**src/rtl/riscv_fetch_pkg.sv**
```systemverilog
// Shared types and constants for the instruction fetch stage.
package riscv_fetch_pkg;

    localparam logic [31:0] RESET_PC_DEFAULT = 32'h0000_0000;

    typedef struct packed {
        logic [31:0] pc;
        logic [31:0] inst;
    } fetch_entry_t;

    typedef enum logic [1:0] {S_BOOT, S_RUN, S_WAIT_GNT} fetch_state_e;

    function automatic logic [31:0] word_align(input logic [31:0] a);
        return {a[31:2], 2'b00};
    endfunction

endpackage

```
**src/rtl/riscv_fetch_if.sv**
```systemverilog
// Fetch-stage bundle: instruction-memory port, redirect input and decode-side handshake.
interface riscv_fetch_if;
    logic        imem_req_o;
    logic [31:0] imem_addr_o;
    logic        imem_gnt_i;
    logic        imem_rvalid_i;
    logic [31:0] imem_rdata_i;
    logic        redirect_i;
    logic [31:0] redirect_pc_i;
    logic        inst_valid_o;
    logic        inst_ready_i;
    logic [31:0] inst_o;
    logic [31:0] inst_pc_o;

    modport master (
        output imem_req_o, imem_addr_o, inst_valid_o, inst_o, inst_pc_o,
        input  imem_gnt_i, imem_rvalid_i, imem_rdata_i, redirect_i, redirect_pc_i, inst_ready_i
    );

    modport slave (
        input  imem_req_o, imem_addr_o, inst_valid_o, inst_o, inst_pc_o,
        output imem_gnt_i, imem_rvalid_i, imem_rdata_i, redirect_i, redirect_pc_i, inst_ready_i
    );
endinterface

```
**src/rtl/riscv_fetch_fifo.sv**
```systemverilog
// Instruction buffer: pointer FIFO of {pc, inst} with flush; head read straight from storage flops.
module riscv_fetch_fifo
    import riscv_fetch_pkg::*;
#(
    parameter int DEPTH = 2,
    parameter int CW    = $clog2(DEPTH + 1)
) (
    input  logic          clk,
    input  logic          rst_n,
    input  logic          push,
    input  fetch_entry_t  push_data,
    input  logic          pop,
    input  logic          flush,
    output logic          valid_o,
    output fetch_entry_t  head_o,
    output logic [CW-1:0] count_o
);
    localparam int AW = $clog2(DEPTH);

    fetch_entry_t [DEPTH-1:0] mem_q, mem_d;
    logic [AW-1:0]            rd_q, rd_d, wr_q, wr_d;
    logic [CW-1:0]            cnt_q, cnt_d;

    always_comb begin
        mem_d = mem_q;
        rd_d  = rd_q;
        wr_d  = wr_q;
        cnt_d = cnt_q;
        if (flush) begin
            rd_d  = '0;
            wr_d  = '0;
            cnt_d = '0;
        end else begin
            if (push) begin
                mem_d[wr_q] = push_data;
                wr_d        = wr_q + AW'(1);
            end
            if (pop) rd_d = rd_q + AW'(1);
            cnt_d = cnt_q + CW'(push) - CW'(pop);
        end
    end

    always_ff @(posedge clk or negedge rst_n) begin
        if (!rst_n) begin
            mem_q <= '0;
            rd_q  <= '0;
            wr_q  <= '0;
            cnt_q <= '0;
        end else begin
            mem_q <= mem_d;
            rd_q  <= rd_d;
            wr_q  <= wr_d;
            cnt_q <= cnt_d;
        end
    end

    assign valid_o = (cnt_q != '0);
    assign head_o  = mem_q[rd_q];
    assign count_o = cnt_q;
endmodule

```
**src/rtl/riscv_fetch.sv**
```systemverilog
// Fetch stage: owns the fetch PC, issues credit-limited word requests and buffers
// responses for decode; a redirect flushes the buffer and discards stale responses.
module riscv_fetch
    import riscv_fetch_pkg::*;
#(
    parameter logic [31:0] RESET_PC        = RESET_PC_DEFAULT,
    parameter int          FIFO_DEPTH      = 2,
    parameter int          MAX_OUTSTANDING = 2
) (
    input logic           clk,
    input logic           rst_n,
    riscv_fetch_if.master bus
);
    localparam int OW = $clog2(MAX_OUTSTANDING + 1);
    localparam int CW = $clog2(FIFO_DEPTH + 1);

    fetch_state_e  state_q, state_d;
    logic          req_q, req_d, stale_q, stale_d;
    logic [31:0]   addr_q, addr_d, fetch_pc_q, fetch_pc_d, resp_pc_q, resp_pc_d;
    logic [OW-1:0] outst_q, outst_d, drop_q, drop_d;

    logic          gnt, rvalid, redirect, push, pop, credit, fifo_valid;
    logic [31:0]   pc_cur;
    logic [CW-1:0] fifo_count, cnt_nxt;
    fetch_entry_t  fifo_head;

    always_comb begin
        gnt      = req_q && bus.imem_gnt_i;
        rvalid   = bus.imem_rvalid_i;
        redirect = bus.redirect_i;
        pop      = fifo_valid && bus.inst_ready_i;
        push     = rvalid && (drop_q == '0) && !redirect;
        pc_cur   = redirect ? word_align(bus.redirect_pc_i) : fetch_pc_q;
        outst_d  = outst_q + OW'(gnt) - OW'(rvalid);
        cnt_nxt  = redirect ? '0 : fifo_count + CW'(push) - CW'(pop);
        // The request being decided now may be granted next cycle, so it must
        // already fit alongside everything in flight and buffered after this edge.
        credit   = (int'(outst_d) < MAX_OUTSTANDING) &&
                   (int'(outst_d) + int'(cnt_nxt) < FIFO_DEPTH);

        state_d    = state_q;
        req_d      = req_q;
        addr_d     = addr_q;
        fetch_pc_d = pc_cur;
        case (state_q)
            S_BOOT: state_d = S_RUN;
            S_RUN, S_WAIT_GNT: begin
                if (req_q && !bus.imem_gnt_i) begin
                    state_d = S_WAIT_GNT;
                end else begin
                    state_d = S_RUN;
                    req_d   = credit;
                    if (credit) begin
                        addr_d     = pc_cur;
                        fetch_pc_d = pc_cur + 32'd4;
                    end
                end
            end
            default: state_d = S_BOOT;
        endcase

        // A request still waiting for gnt at redirect time becomes stale once granted.
        if (redirect) begin
            drop_d  = outst_d;
            stale_d = req_q && !bus.imem_gnt_i;
        end else begin
            drop_d  = drop_q - OW'(rvalid && (drop_q != '0)) + OW'(gnt && stale_q);
            stale_d = stale_q && !gnt;
        end

        resp_pc_d = redirect ? word_align(bus.redirect_pc_i) :
                    push     ? resp_pc_q + 32'd4 : resp_pc_q;
    end

    always_ff @(posedge clk or negedge rst_n) begin
        if (!rst_n) begin
            state_q    <= S_BOOT;
            req_q      <= 1'b0;
            stale_q    <= 1'b0;
            addr_q     <= RESET_PC;
            fetch_pc_q <= RESET_PC;
            resp_pc_q  <= RESET_PC;
            outst_q    <= '0;
            drop_q     <= '0;
        end else begin
            state_q    <= state_d;
            req_q      <= req_d;
            stale_q    <= stale_d;
            addr_q     <= addr_d;
            fetch_pc_q <= fetch_pc_d;
            resp_pc_q  <= resp_pc_d;
            outst_q    <= outst_d;
            drop_q     <= drop_d;
        end
    end

    riscv_fetch_fifo #(.DEPTH(FIFO_DEPTH), .CW(CW)) u_fifo (
        .clk       (clk),
        .rst_n     (rst_n),
        .push      (push),
        .push_data ('{pc: resp_pc_q, inst: bus.imem_rdata_i}),
        .pop       (pop),
        .flush     (redirect),
        .valid_o   (fifo_valid),
        .head_o    (fifo_head),
        .count_o   (fifo_count)
    );

    assign bus.imem_req_o   = req_q;
    assign bus.imem_addr_o  = addr_q;
    assign bus.inst_valid_o = fifo_valid;
    assign bus.inst_o       = fifo_head.inst;
    assign bus.inst_pc_o    = fifo_head.pc;

    a_addr_stable: assert property (@(posedge clk) disable iff (!rst_n)
        (req_q && !bus.imem_gnt_i) |=> (req_q && (addr_q == $past(addr_q))));
    a_no_overflow: assert property (@(posedge clk) disable iff (!rst_n)
        push |-> (int'(fifo_count) < FIFO_DEPTH));
    a_counts: assert property (@(posedge clk) disable iff (!rst_n)
        (drop_q <= outst_q) && (int'(outst_q) <= MAX_OUTSTANDING));
endmodule

```
**src/flat_wrapper.sv**
```systemverilog
// flat-port wrapper written by rule: the top's interface ports become plain ports
module riscv_fetch_flat import riscv_fetch_pkg::*;
#(
    parameter logic [31:0] RESET_PC        = RESET_PC_DEFAULT,
    parameter int          FIFO_DEPTH      = 2,
    parameter int          MAX_OUTSTANDING = 2
)
  (clk, rst_n, bus_imem_req_o, bus_imem_addr_o, bus_inst_valid_o, bus_inst_o, bus_inst_pc_o, bus_imem_gnt_i, bus_imem_rvalid_i, bus_imem_rdata_i, bus_redirect_i, bus_redirect_pc_i, bus_inst_ready_i);
  riscv_fetch_if bus_i ();
  input logic clk;
  input logic rst_n;
  output wire logic [$bits(bus_i.imem_req_o)-1:0] bus_imem_req_o;
  output wire logic [$bits(bus_i.imem_addr_o)-1:0] bus_imem_addr_o;
  output wire logic [$bits(bus_i.inst_valid_o)-1:0] bus_inst_valid_o;
  output wire logic [$bits(bus_i.inst_o)-1:0] bus_inst_o;
  output wire logic [$bits(bus_i.inst_pc_o)-1:0] bus_inst_pc_o;
  input wire logic [$bits(bus_i.imem_gnt_i)-1:0] bus_imem_gnt_i;
  input wire logic [$bits(bus_i.imem_rvalid_i)-1:0] bus_imem_rvalid_i;
  input wire logic [$bits(bus_i.imem_rdata_i)-1:0] bus_imem_rdata_i;
  input wire logic [$bits(bus_i.redirect_i)-1:0] bus_redirect_i;
  input wire logic [$bits(bus_i.redirect_pc_i)-1:0] bus_redirect_pc_i;
  input wire logic [$bits(bus_i.inst_ready_i)-1:0] bus_inst_ready_i;
  assign bus_imem_req_o = bus_i.imem_req_o;
  assign bus_imem_addr_o = bus_i.imem_addr_o;
  assign bus_inst_valid_o = bus_i.inst_valid_o;
  assign bus_inst_o = bus_i.inst_o;
  assign bus_inst_pc_o = bus_i.inst_pc_o;
  assign bus_i.imem_gnt_i = bus_imem_gnt_i;
  assign bus_i.imem_rvalid_i = bus_imem_rvalid_i;
  assign bus_i.imem_rdata_i = bus_imem_rdata_i;
  assign bus_i.redirect_i = bus_redirect_i;
  assign bus_i.redirect_pc_i = bus_redirect_pc_i;
  assign bus_i.inst_ready_i = bus_inst_ready_i;
  riscv_fetch #(.RESET_PC(RESET_PC), .FIFO_DEPTH(FIFO_DEPTH), .MAX_OUTSTANDING(MAX_OUTSTANDING)) u_core (.clk(clk), .rst_n(rst_n), .bus(bus_i));
endmodule
```
**config.mk**
```make
export PLATFORM = sky130hd
export DESIGN_NAME = riscv_fetch_flat
export DESIGN_NICKNAME = d
export VERILOG_FILES = /design/src/rtl/riscv_fetch_pkg.sv /design/src/rtl/riscv_fetch_if.sv /design/src/rtl/riscv_fetch_fifo.sv /design/src/rtl/riscv_fetch.sv /design/src/flat_wrapper.sv
export SDC_FILE = /design/constraint.sdc
export NUM_CORES = 1
export LEC_CHECK = 0
export BUFFER_PORTS_ARGS = -buffer_cell sky130_fd_sc_hd__buf_2
export CAP_MARGIN = 40
export CORE_MARGIN = 3
export CORE_UTILIZATION = 31
export CTS_CLUSTER_DIAMETER = 150
export DETAILED_ROUTE_END_ITERATION = 16
export GPL_ROUTABILITY_DRIVEN = 0
export GPL_TIMING_DRIVEN = 0
export HOLD_SLACK_MARGIN = 0.03
export SLEW_MARGIN = 30
export SYNTH_ARGS = -nofsm -noshare
export SYNTH_HDL_FRONTEND = slang
export SYNTH_SLANG_ARGS = --single-unit
```
**constraint.sdc**
```tcl
create_clock -name clk -period 3.2 [get_ports clk]
set_clock_uncertainty 0.1 [all_clocks]
set_input_delay 0.32 -clock clk [delete_from_list [all_inputs] [get_ports clk]]
set_output_delay 0.32 -clock clk [all_outputs]
set_load 0.005 [all_outputs]
```
==> results.yml, run 1 <==
status:
  status: "finished, violations left"
  violations: "setup timing"
cells_and_area:
  fillers: 3114
  regArea_um2: 5756
  drive_gt1_share_pct: 45.31
  antenna_cells: 0
  fin_nets: 1240
  fin_cells: 1620
  syn_to_final_growth_pct: 34.67
  multi_input_area_um2: 5024
synth:
  synth_async_sr_flop_share_pct: 100.0
  synth-seq-cells: 230
  synth-main-ff-cell: "dfrtp_1"
  synth_cell_types: 48
  seq_area_frac_synth_pct: 53.77
  yosys_warnings: 0
  syn_avg_cell_area_um2: 12.29
  synthCells: 871
  synth_area_um2: 10700
  synth-edff-count: 0
timing:
  finalSetupViolations: 63
  timing.fmax_mhz: 282.3
  rsz0062_at_grt: "yes"
  period_needed_ns: 3.543
  worst_slack_ns: -0.3427
  worstMarginPinSlew_ns: 0.8721
  period_share_pct: 110.7
  setup_tns_ns: -11.50
  drv_slew: 0
  finalHoldViolCount: 0
  relSlewSlack_pct: 41.24
placed_design:
  dp.cells: 1486
  io_buffers: 163
  pre_cts_ws_ns: -1.171
  dpl.hpwl_um: 19630
route:
  viasPerCell: 4.680
  drc_errors: 0
  wire_per_inst_um: 17.31
  drt_iter0_markers: 278
  vias: 7581
  route.antenna.remaining_nets: 0
  wl_um: 28050
  drt_pass1_iterations: 4
worst_setup_path:
  crit_required_ns: 3.50
  cp-start-kind: "register"
  endpoint_kind: "register"
  arrival_ns: 3.84
  critPathKind: "reg -> reg"
  critPathMaxFanout: 5
clock_network:
  clock_sinks: 230
  clock_path_buffers: 3
  cts_root_buf: "clkbuf_16"
  cts_tree: "yes"
  clock_latency_ns: 0.52
  clk_pin_slew_ns: 0.06
  cts_made_buffers: 26
  cts_max_level: 1
die:
  initial_core_util_pct: 31.68
  top_level_ports: 168
  die_w_um: 191.8
  die_h_um: 191.8
  dieArea_um2: 36790
  core_area_um2: 33780
  rows: 67
power:
  ir_worst_vdd_mv: 0.6227
  pwr_density_cell_nw_per_um2: 857.7
  p_leak_uw: 0.006683
min_path:
  hp-class: "in -> reg"
global_routing:
  grt_use_total_pct: 15.07
  grt_pass1_wl_um: 43890
  grt_max_degree: 83
  antenna_found_initial: 0
  grt-ovfl-total: 0
  grt_pass1_vias: 7871
flow_run:
  max-cap-violations: 0
## synth_stat cells, drive strengths merged (2+ instances only)
cell    number  area, um2
buf         27      150.1
nand3b       8      63.81
a31oi        2      12.51
xor2        34      297.8
nor2b        6      37.54
and3         8      50.05
clkbuf      19      71.32
mux2i       29      290.3
a21oi        5      25.02
nor2        28      105.1
and2         7      43.79
o21a         2      15.01
mux2       192       2162
a32oi        2      17.52
dfrtp      230       5756
nor4         2      12.51
nor3b        3      27.52
a22o         2      17.52
inv         14      52.55
nor4b        2      47.55
ha          10      125.1
xnor2       31      271.5
o21ai       62      310.3
nand2       91      341.6
nand4       10      62.56
nand2b       4      25.02
nor3         9      66.32
nand3       19      95.09
## through the flow
| stage | hold slack, ns | total power (uW) | area [um2] | utilization (%) |
|---|---|---|---|---|
| final | 0.06962 | 12360 | 14420 | 42.67 |
| after global routing | 0.07885 | 13140 | 14420 | 42.67 |
| after CTS | 0.04540 | 12490 | 14310 | 42.37 |
| after detailed placement | 0.02774 | 8473 | 12250 | 36.27 |
| after global placement | 0.3575 | 8369 | 12160 | 35.99 |
| after floorplan | -0.07559 | 6861 | 10780 | - |
## timing repair
item / 4_1_cts / 5_1_grt
hold buffers: 62 / 0
buffers inserted: 25 / 7
setup endpoints to repair: 62 / 63
endpoints found under the hold margin: 180 / 0
cloned: 4 / 0
pin swaps: 32 / 17
gates resized for setup: 117 / 21
## report_power, final
| part | switching [uW] | internal, uW |
|---|---|---|
| Sequential | 539 | 3920 |
| Clock | 1160 | 1720 |
| Combinational | 2230 | 2790 |
| Total | 3930 | 8430 |
## critical path, cell delays in order, from the launching register on
cell       delay, ns
dfrtp_1         0.42
nor3b_4         0.26
nand2b_4        0.10
ha_4            0.27
inv_2           0.03
ha_4            0.15
xor2_2          0.14
xnor2_1         0.14
nor2_2          0.15
fa_1            0.44
nor2_2          0.13
nand4bb_4       0.19
nor3_4          0.28
and3_4          0.28
nor4b_4         0.23
xnor2_1         0.10
## worst paths after layout
path	start	end	slack, ns	cells after the start
setup / recovery	u_core.drop_q[0]$_DFF_PN0_	u_core.fetch_pc_q[31]$_DFF_PN0_	-0.34	15
hold / removal	bus_redirect_pc_i[6]	u_core.resp_pc_q[6]$_DFFE_PN0N_	0.07	3
setup reg to reg	u_core.drop_q[0]$_DFF_PN0_	u_core.fetch_pc_q[31]$_DFF_PN0_	-0.34	15
hold reg to reg	u_core.u_fifo.mem_q[106]$_DFFE_PN0P_	u_core.u_fifo.mem_q[106]$_DFFE_PN0P_	0.38	2
max in group asynchronous	rst_n	u_core.u_fifo.mem_q[113]$_DFFE_PN0P_	1.89	4
min in group asynchronous	rst_n	u_core.u_fifo.mem_q[88]$_DFFE_PN0P_	0.09	2
## registers in the layout, summed over array words and instances, names as in the netlist, 2 cells and up
| signal | flops |
|---|---|
| u_core.bus.imem_addr_o | 32 |
| u_core.drop_q | 2 |
| u_core.fetch_pc_q | 32 |
| u_core.outst_q | 2 |
| u_core.resp_pc_q | 30 |
| u_core.state_q | 2 |
| u_core.u_fifo.count_o | 2 |
| u_core.u_fifo.mem_q | 124 |
## kinds of logic (layout without fill, tap and decap cells)
family	after synthesis	in the layout	synth area share [%]
fa+ha+maj	11	11	1.356
other cells	1	2	0.03503
compound gates	77	77	3.892
mux	221	221	22.91
simple gates	205	205	9.924
xor+xnor	66	66	5.552
flops	230	230	53.77
buf+inv	60	360	2.560
## cell usage in the layout (no fill, tap or decap), types with 6 or more instances in the layout
cell           instances
buf_2                180
dlygate4sd3_1         62
clkbuf_16             34
xnor2_1               27
nor2_1                20
o21ai_2                6
nand3_1               15
mux2i_1               29
ha_1                   8
clkinv_2               6
dfrtp_1              230
xor2_1                33
and3_1                 6
clkbuf_1              17
nand3b_1               7
o21ai_1               20
inv_1                 12
mux2_2               191
nand2_2               19
nand4_1               10
o21ai_0               35
nand2_1               67
buf_4                 18
buf_6                 12
## routing by layer
| layer | global-route usage [%] | wire, um | vias up |
|---|---|---|---|
| met3 | 2.665 | 1458 | 34 |
| met1 | 21.49 | 13560 | 3742 |
| met2 | 24.00 | 12470 | 205 |
| met4 | 3.302 | 559 | 0 |
| li1 | - | - | 3600 |
| met5 | 0 | 0 | - |
## final cells by class
class / instances / area share, %
Timing Repair Buffer: 260 / 13.03
Inverter: 14 / 0.4166
Clock inverter: 8 / 0.6249
Tap cell: 448 / 3.889
Sequential cell: 230 / 39.93
Multi-Input combinational cell: 582 / 34.85
Clock buffer: 33 / 4.982
Buffer: 45 / 2.283
(Power assumes the default switching activity.)
==> run 2, diff against run 1 <==
HOLD_SLACK_MARGIN = default   (was 0.03)
PLACE_DENSITY_LB_ADDON = 0.15   (was default)
==> run 2 against run 1 <==
The run still ends with setup timing left. Via count is 1.9% lower. Combinational power is 3% higher. Global-route usage is 0.45 points higher. Count of clock-buffer cells in the layout is 4 higher.
==> results.yml, run 2 (synthesis results as in run 1) <==
worst_setup_path:
  critPathMaxStageDelay_ns: 0.47
  rr_startpoint: "u_core.drop_q[1]$_DFF_PN0_"
  crit_start: "u_core.drop_q[1]$_DFF_PN0_"
  cp-start-kind: "register"
  arrival_ns: 4.01
  reg2reg_depth: 16
  slowest_stage: "fa_1"
  endpoint_kind: "register"
  crit_chain: "nor3b_4, nand2b_4, ha_4, inv_2, ha_4, xor2_1, xnor2_1, nor2_1, fa_1, nor2_2, nand4bb_4, buf_8, nor4b_4, nand3_1, xor2_1, mux2i_1"
  critPathKind: "reg -> reg"
  critPathMaxFanout: 4
  crit_required_ns: 3.56
power:
  p_leak_uw: 0.006769
  sequentialPowerShare_pct: 34.9
  p_sw_uw: 4131
  pwr_density_cell_nw_per_um2: 884.9
  p_comb_share_pct: 40.0
  internal-power_uw: 8749
  finalPower_uw: 12880
  clkPwrFrac_pct: 25.1
  switching_share_pct: 32.07
  ir_worst_vdd_mv: 0.5558
clock_network:
  clock_sinks: 230
  cts_tree: "yes"
  cts_root_buf: "clkbuf_16"
  clk_pin_slew_ns: 0.06
  cts_made_buffers: 28
  clock_path_buffers: 3
  clock_latency_ns: 0.53
  cts_max_level: 1
status:
  violations: "setup timing"
  status: "finished, violations left"
cells_and_area:
  fin_nets: 1238
  largest_reg_flops: 124
  fillers: 3201
  antenna_cells: 0
  fin_cells: 1625
  regMostFlops: "u_core.u_fifo.mem_q"
  layout_common_cells: "dfrtp_1, mux2_2, buf_2"
  drive_gt1_share_pct: 45.88
  layout_commonest_cell: "dfrtp_1"
  syn_to_final_growth_pct: 35.98
global_routing:
  grt-ovfl-total: 0
  antenna_found_initial: 0
  grt_max_degree: 79
  grt_use_total_pct: 15.52
  grt_pass1_vias: 7810
  grt_pass1_wl_um: 44820
flow_run:
  max-cap-violations: 0
timing:
  finalHoldViolCount: 0
  relSlewSlack_pct: 47.77
  period_needed_ns: 3.651
  finalSetupViolations: 63
  period_share_pct: 114.1
  timing.fmax_mhz: 273.9
  setup_tns_ns: -16.34
  rsz0062_at_grt: "yes"
  worstMarginPinSlew_ns: 0.7835
  worst_slack_ns: -0.4515
  drv_slew: 0
die:
  die_w_um: 191.8
  core_area_um2: 33780
  die_h_um: 191.8
  top_level_ports: 168
  dieArea_um2: 36790
  rows: 67
  initial_core_util_pct: 31.68
route:
  viasPerCell: 4.577
  drt_pass1_iterations: 4
  wire_per_inst_um: 17.67
  drc_errors: 0
  vias: 7438
  wl_um: 28710
  route.antenna.remaining_nets: 0
  drt_iter0_markers: 255
placed_design:
  dpl.hpwl_um: 20040
  io_buffers: 163
  dp.cells: 1487
min_path:
  hold_start: "bus_redirect_pc_i[22]"
  whs_path_depth: 3
  hp-class: "in -> reg"
==> run 2: power groups by stage <==
stage	combinational [uW]	sequential, uW	clock (uW)
2_1_floorplan	2500	4360	0
3_3_place_gp	3930	4470	0
3_5_place_dp	3980	4490	0
4_1_cts	4850	4460	3330
5_1_grt	5640	4630	3480
6_report	5150	4500	3230
==> run 2: path summary, 6_finish.rpt <==
kind	endpoint	slack [ns]
hold / removal	u_core.fetch_pc_q[22]$_DFF_PN0_	0.06
hold reg to reg	u_core.u_fifo.mem_q[106]$_DFFE_PN0P_	0.38
min in group asynchronous	u_core.u_fifo.mem_q[90]$_DFFE_PN0P_	0.18
setup / recovery	u_core.fetch_pc_q[22]$_DFF_PN0_	-0.45
max in group asynchronous	u_core.fetch_pc_q[3]$_DFF_PN0_	1.74
setup reg to reg	u_core.fetch_pc_q[22]$_DFF_PN0_	-0.45
==> run 2: routing by layer <==
metal  part of all wire [%]  up-vias  GRT usage, %
met5                      0        -             0
met4                    1.8        0         3.246
met3                    4.0       37         2.318
met2                     47      152         25.18
met1                     48     3644         22.08
li1                       -     3605             -
==> run 2: through the flow <==
step | setup slack (ns) | hold slack, ns | utilization [%] | area, um2
2_1_floorplan | -0.1926 | -0.07559 | - | 10780
3_3_place_gp | -2.740 | 0.3651 | 35.99 | 12160
3_5_place_dp | -1.484 | 0.1465 | 36.29 | 12260
4_1_cts | -0.4858 | 0.03590 | 42.33 | 14300
5_1_grt | -0.5714 | 0.06185 | 43.08 | 14560
6_report | -0.4515 | 0.05967 | 43.08 | 14560
==> run 2: final cells by class <==
| class | instances | area (um2) | share of cell area, % |
|---|---|---|---|
| sequential | 230 | 5756 | 39.54 |
| buffer | 46 | 330.3 | 2.269 |
| tap | 448 | 560.5 | 3.851 |
| multi-input combinational | 582 | 5074 | 34.86 |
| clock buffer | 37 | 795.8 | 5.467 |
| clock inverter | 13 | 145.1 | 0.9972 |
| inverter | 14 | 65.06 | 0.4470 |
| timing repair buffer | 255 | 1829 | 12.57 |
==> run 2: repair_timing <==
| item | 4_1_cts | 5_1_grt |
|---|---|---|
| setup buffers | 18 | 9 |
| gates cloned | 4 | 1 |
| endpoints found under the hold margin | 247 | 0 |
| pin swaps | 17 | 14 |
| setup endpoints to repair | 63 | 63 |
| hold buffers | 64 | 0 |
| resized for setup | 93 | 70 |
==> run 2: worst max-delay path, delay by kind of cell (launching register included) <==
kind	cells	cell delay, ns
multiplexers	1	0.11
XOR/XNOR	3	0.44
flip-flops	1	0.41
adder cells (fa/ha/maj)	3	0.88
AND/OR/NAND/NOR	7	1.44
buffers and inverters	2	0.21
==> run 3, diff against run 2 <==
RECOVER_POWER = 100   (was default)
==> run 3 against run 2 <==
Critical path depth unchanged. Routed wire length decreased by 0.14%. Critical endpoint unchanged. The run ends with capacitance limit, slew limit, setup timing left. Flip-flop and latch count unchanged.
==> results.yml, run 3 (synthesis results as in run 1) <==
die:
  top_level_ports: 168
  core_area_um2: 33780
  initial_core_util_pct: 31.68
  die_h_um: 191.8
  die_w_um: 191.8
  dieArea_um2: 36790
  rows: 67
cells_and_area:
  largest_reg_flops: 124
  syn_to_final_growth_pct: 35.32
  antenna_cells: 0
  fin_nets: 1238
  layout_commonest_cell: "dfrtp_1"
  design_area_um2: 14490
  layout_common_cells: "dfrtp_1, mux2_2, buf_2"
  regMostFlops: "u_core.u_fifo.mem_q"
  final_util_pct: 42.88
  drive_gt1_share_pct: 44.18
clock_network:
  clk_pin_slew_ns: 0.06
  clock_path_buffers: 3
  cts_tree: "yes"
  cts_max_level: 1
  clock_latency_ns: 0.53
  cts_made_buffers: 28
  cts_root_buf: "clkbuf_16"
  clock_sinks: 230
timing:
  finalSetupViolations: 63
  period_needed_ns: 3.646
  setup_tns_ns: -16.58
  finalHoldViolCount: 0
  relSlewSlack_pct: -67.32
  worst_slack_ns: -0.4457
  finalHoldWorstSlack_ns: 0.06138
  timing.fmax_mhz: 274.3
  worstMarginPinSlew_ns: 2.510
  rsz0062_at_grt: "yes"
  period_share_pct: 113.9
  drv_slew: 46
global_routing:
  grt-ovfl-total: 0
  grt_pass1_wl_um: 44820
  grt_use_total_pct: 15.52
  grt_pass1_vias: 7810
  antenna_found_initial: 0
  grt_max_degree: 79
power:
  ir_worst_vdd_mv: 0.5530
  finalPower_uw: 12840
  p_leak_uw: 0.006684
  pwr_density_cell_nw_per_um2: 886.7
route:
  drt_iter0_markers: 257
  wl_um: 28670
  drt_pass1_iterations: 4
  vias: 7466
  wire_per_inst_um: 17.64
  viasPerCell: 4.594
  route.antenna.remaining_nets: 0
  drc_errors: 0
status:
  violations: "capacitance limit, slew limit, setup timing"
  status: "finished, violations left"
placed_design:
  dpl.hpwl_um: 20040
  io_buffers: 163
  placed_area_um2: 12260
worst_setup_path:
  arrival_ns: 4.01
  crit_required_ns: 3.56
  cp-start-kind: "register"
  critPathKind: "reg -> reg"
  critPathMaxFanout: 4
  endpoint_kind: "register"
flow_run:
  max-cap-violations: 1
min_path:
  hp-class: "in -> reg"
==> run 3: cell count changes in the layout (fill, tap and decap cells not counted), sizes merged <==
cell,change
clkbuf,+20
buf,-20
==> run 3: final cells by class <==
cell class	instances	area (um2)
Multi-Input combinational cell	582	5074
Buffer	46	329.1
Clock buffer	37	795.8
Inverter	14	65.06
Fill cell	3218	19300
Tap cell	448	560.5
Sequential cell	230	5756
Timing Repair Buffer	255	1760
Clock inverter	13	145.1
==> run 3: path summary, 6_finish.rpt <==
| path | cells past startpoint | startpoint | endpoint | slack (ns) |
|---|---|---|---|---|
| max in group asynchronous | 4 | rst_n | u_core.fetch_pc_q[3]$_DFF_PN0_ | 0.03 |
| min in group asynchronous | 2 | rst_n | u_core.u_fifo.mem_q[90]$_DFFE_PN0P_ | 1.01 |
| max | 16 | u_core.drop_q[0]$_DFF_PN0_ | u_core.fetch_pc_q[22]$_DFF_PN0_ | -0.45 |
| min reg2reg | 2 | u_core.u_fifo.mem_q[106]$_DFFE_PN0P_ | u_core.u_fifo.mem_q[106]$_DFFE_PN0P_ | 0.38 |
| max reg2reg | 16 | u_core.drop_q[0]$_DFF_PN0_ | u_core.fetch_pc_q[22]$_DFF_PN0_ | -0.45 |
| min | 3 | bus_redirect_pc_i[22] | u_core.fetch_pc_q[22]$_DFF_PN0_ | 0.06 |
==> run 3: critical path, cell delays in order, from the launching register on <==
cell,delay (ns)
dfrtp_1,0.42
nor3b_4,0.28
nand2b_4,0.10
ha_4,0.27
inv_2,0.04
ha_4,0.14
xor2_1,0.16
xnor2_1,0.13
nor2_1,0.18
fa_1,0.46
nor2_2,0.15
nand4bb_4,0.18
buf_8,0.17
nor4b_4,0.38
nand3_1,0.14
xor2_1,0.15
mux2i_1,0.11
==> run 3: power by group <==
group,total [uW],switching [uW],leakage (uW),internal (uW)
clock,3230,1250,0.000465,1980
combinational,5120,2300,0.00334,2820
sequential,4500,576,0.00288,3920
==> run 3: timing repair <==
item	in CTS	in global routing
resized for setup	93	70
gates cloned	4	1
setup endpoints to repair	63	63
hold buffers	64	0
endpoints found under the hold margin	247	0
pin swaps	17	14
setup buffers	18	9
==> run 3: stage by stage <==
step / cells / setup WS, ns
2_1_floorplan: 872 / -0.1926
3_3_place_gp: 1483 / -2.740
3_5_place_dp: 1487 / -1.484
4_1_cts: 1623 / -0.4858
5_1_grt: 1625 / -0.5714
6_report: 1625 / -0.4457
==> run 3: layer usage <==
layer	share of wire (%)	global-route usage (%)
met5	0	0
met4	1.8	3.246
met3	4.1	2.318
met2	47	25.18
met1	47	22.08
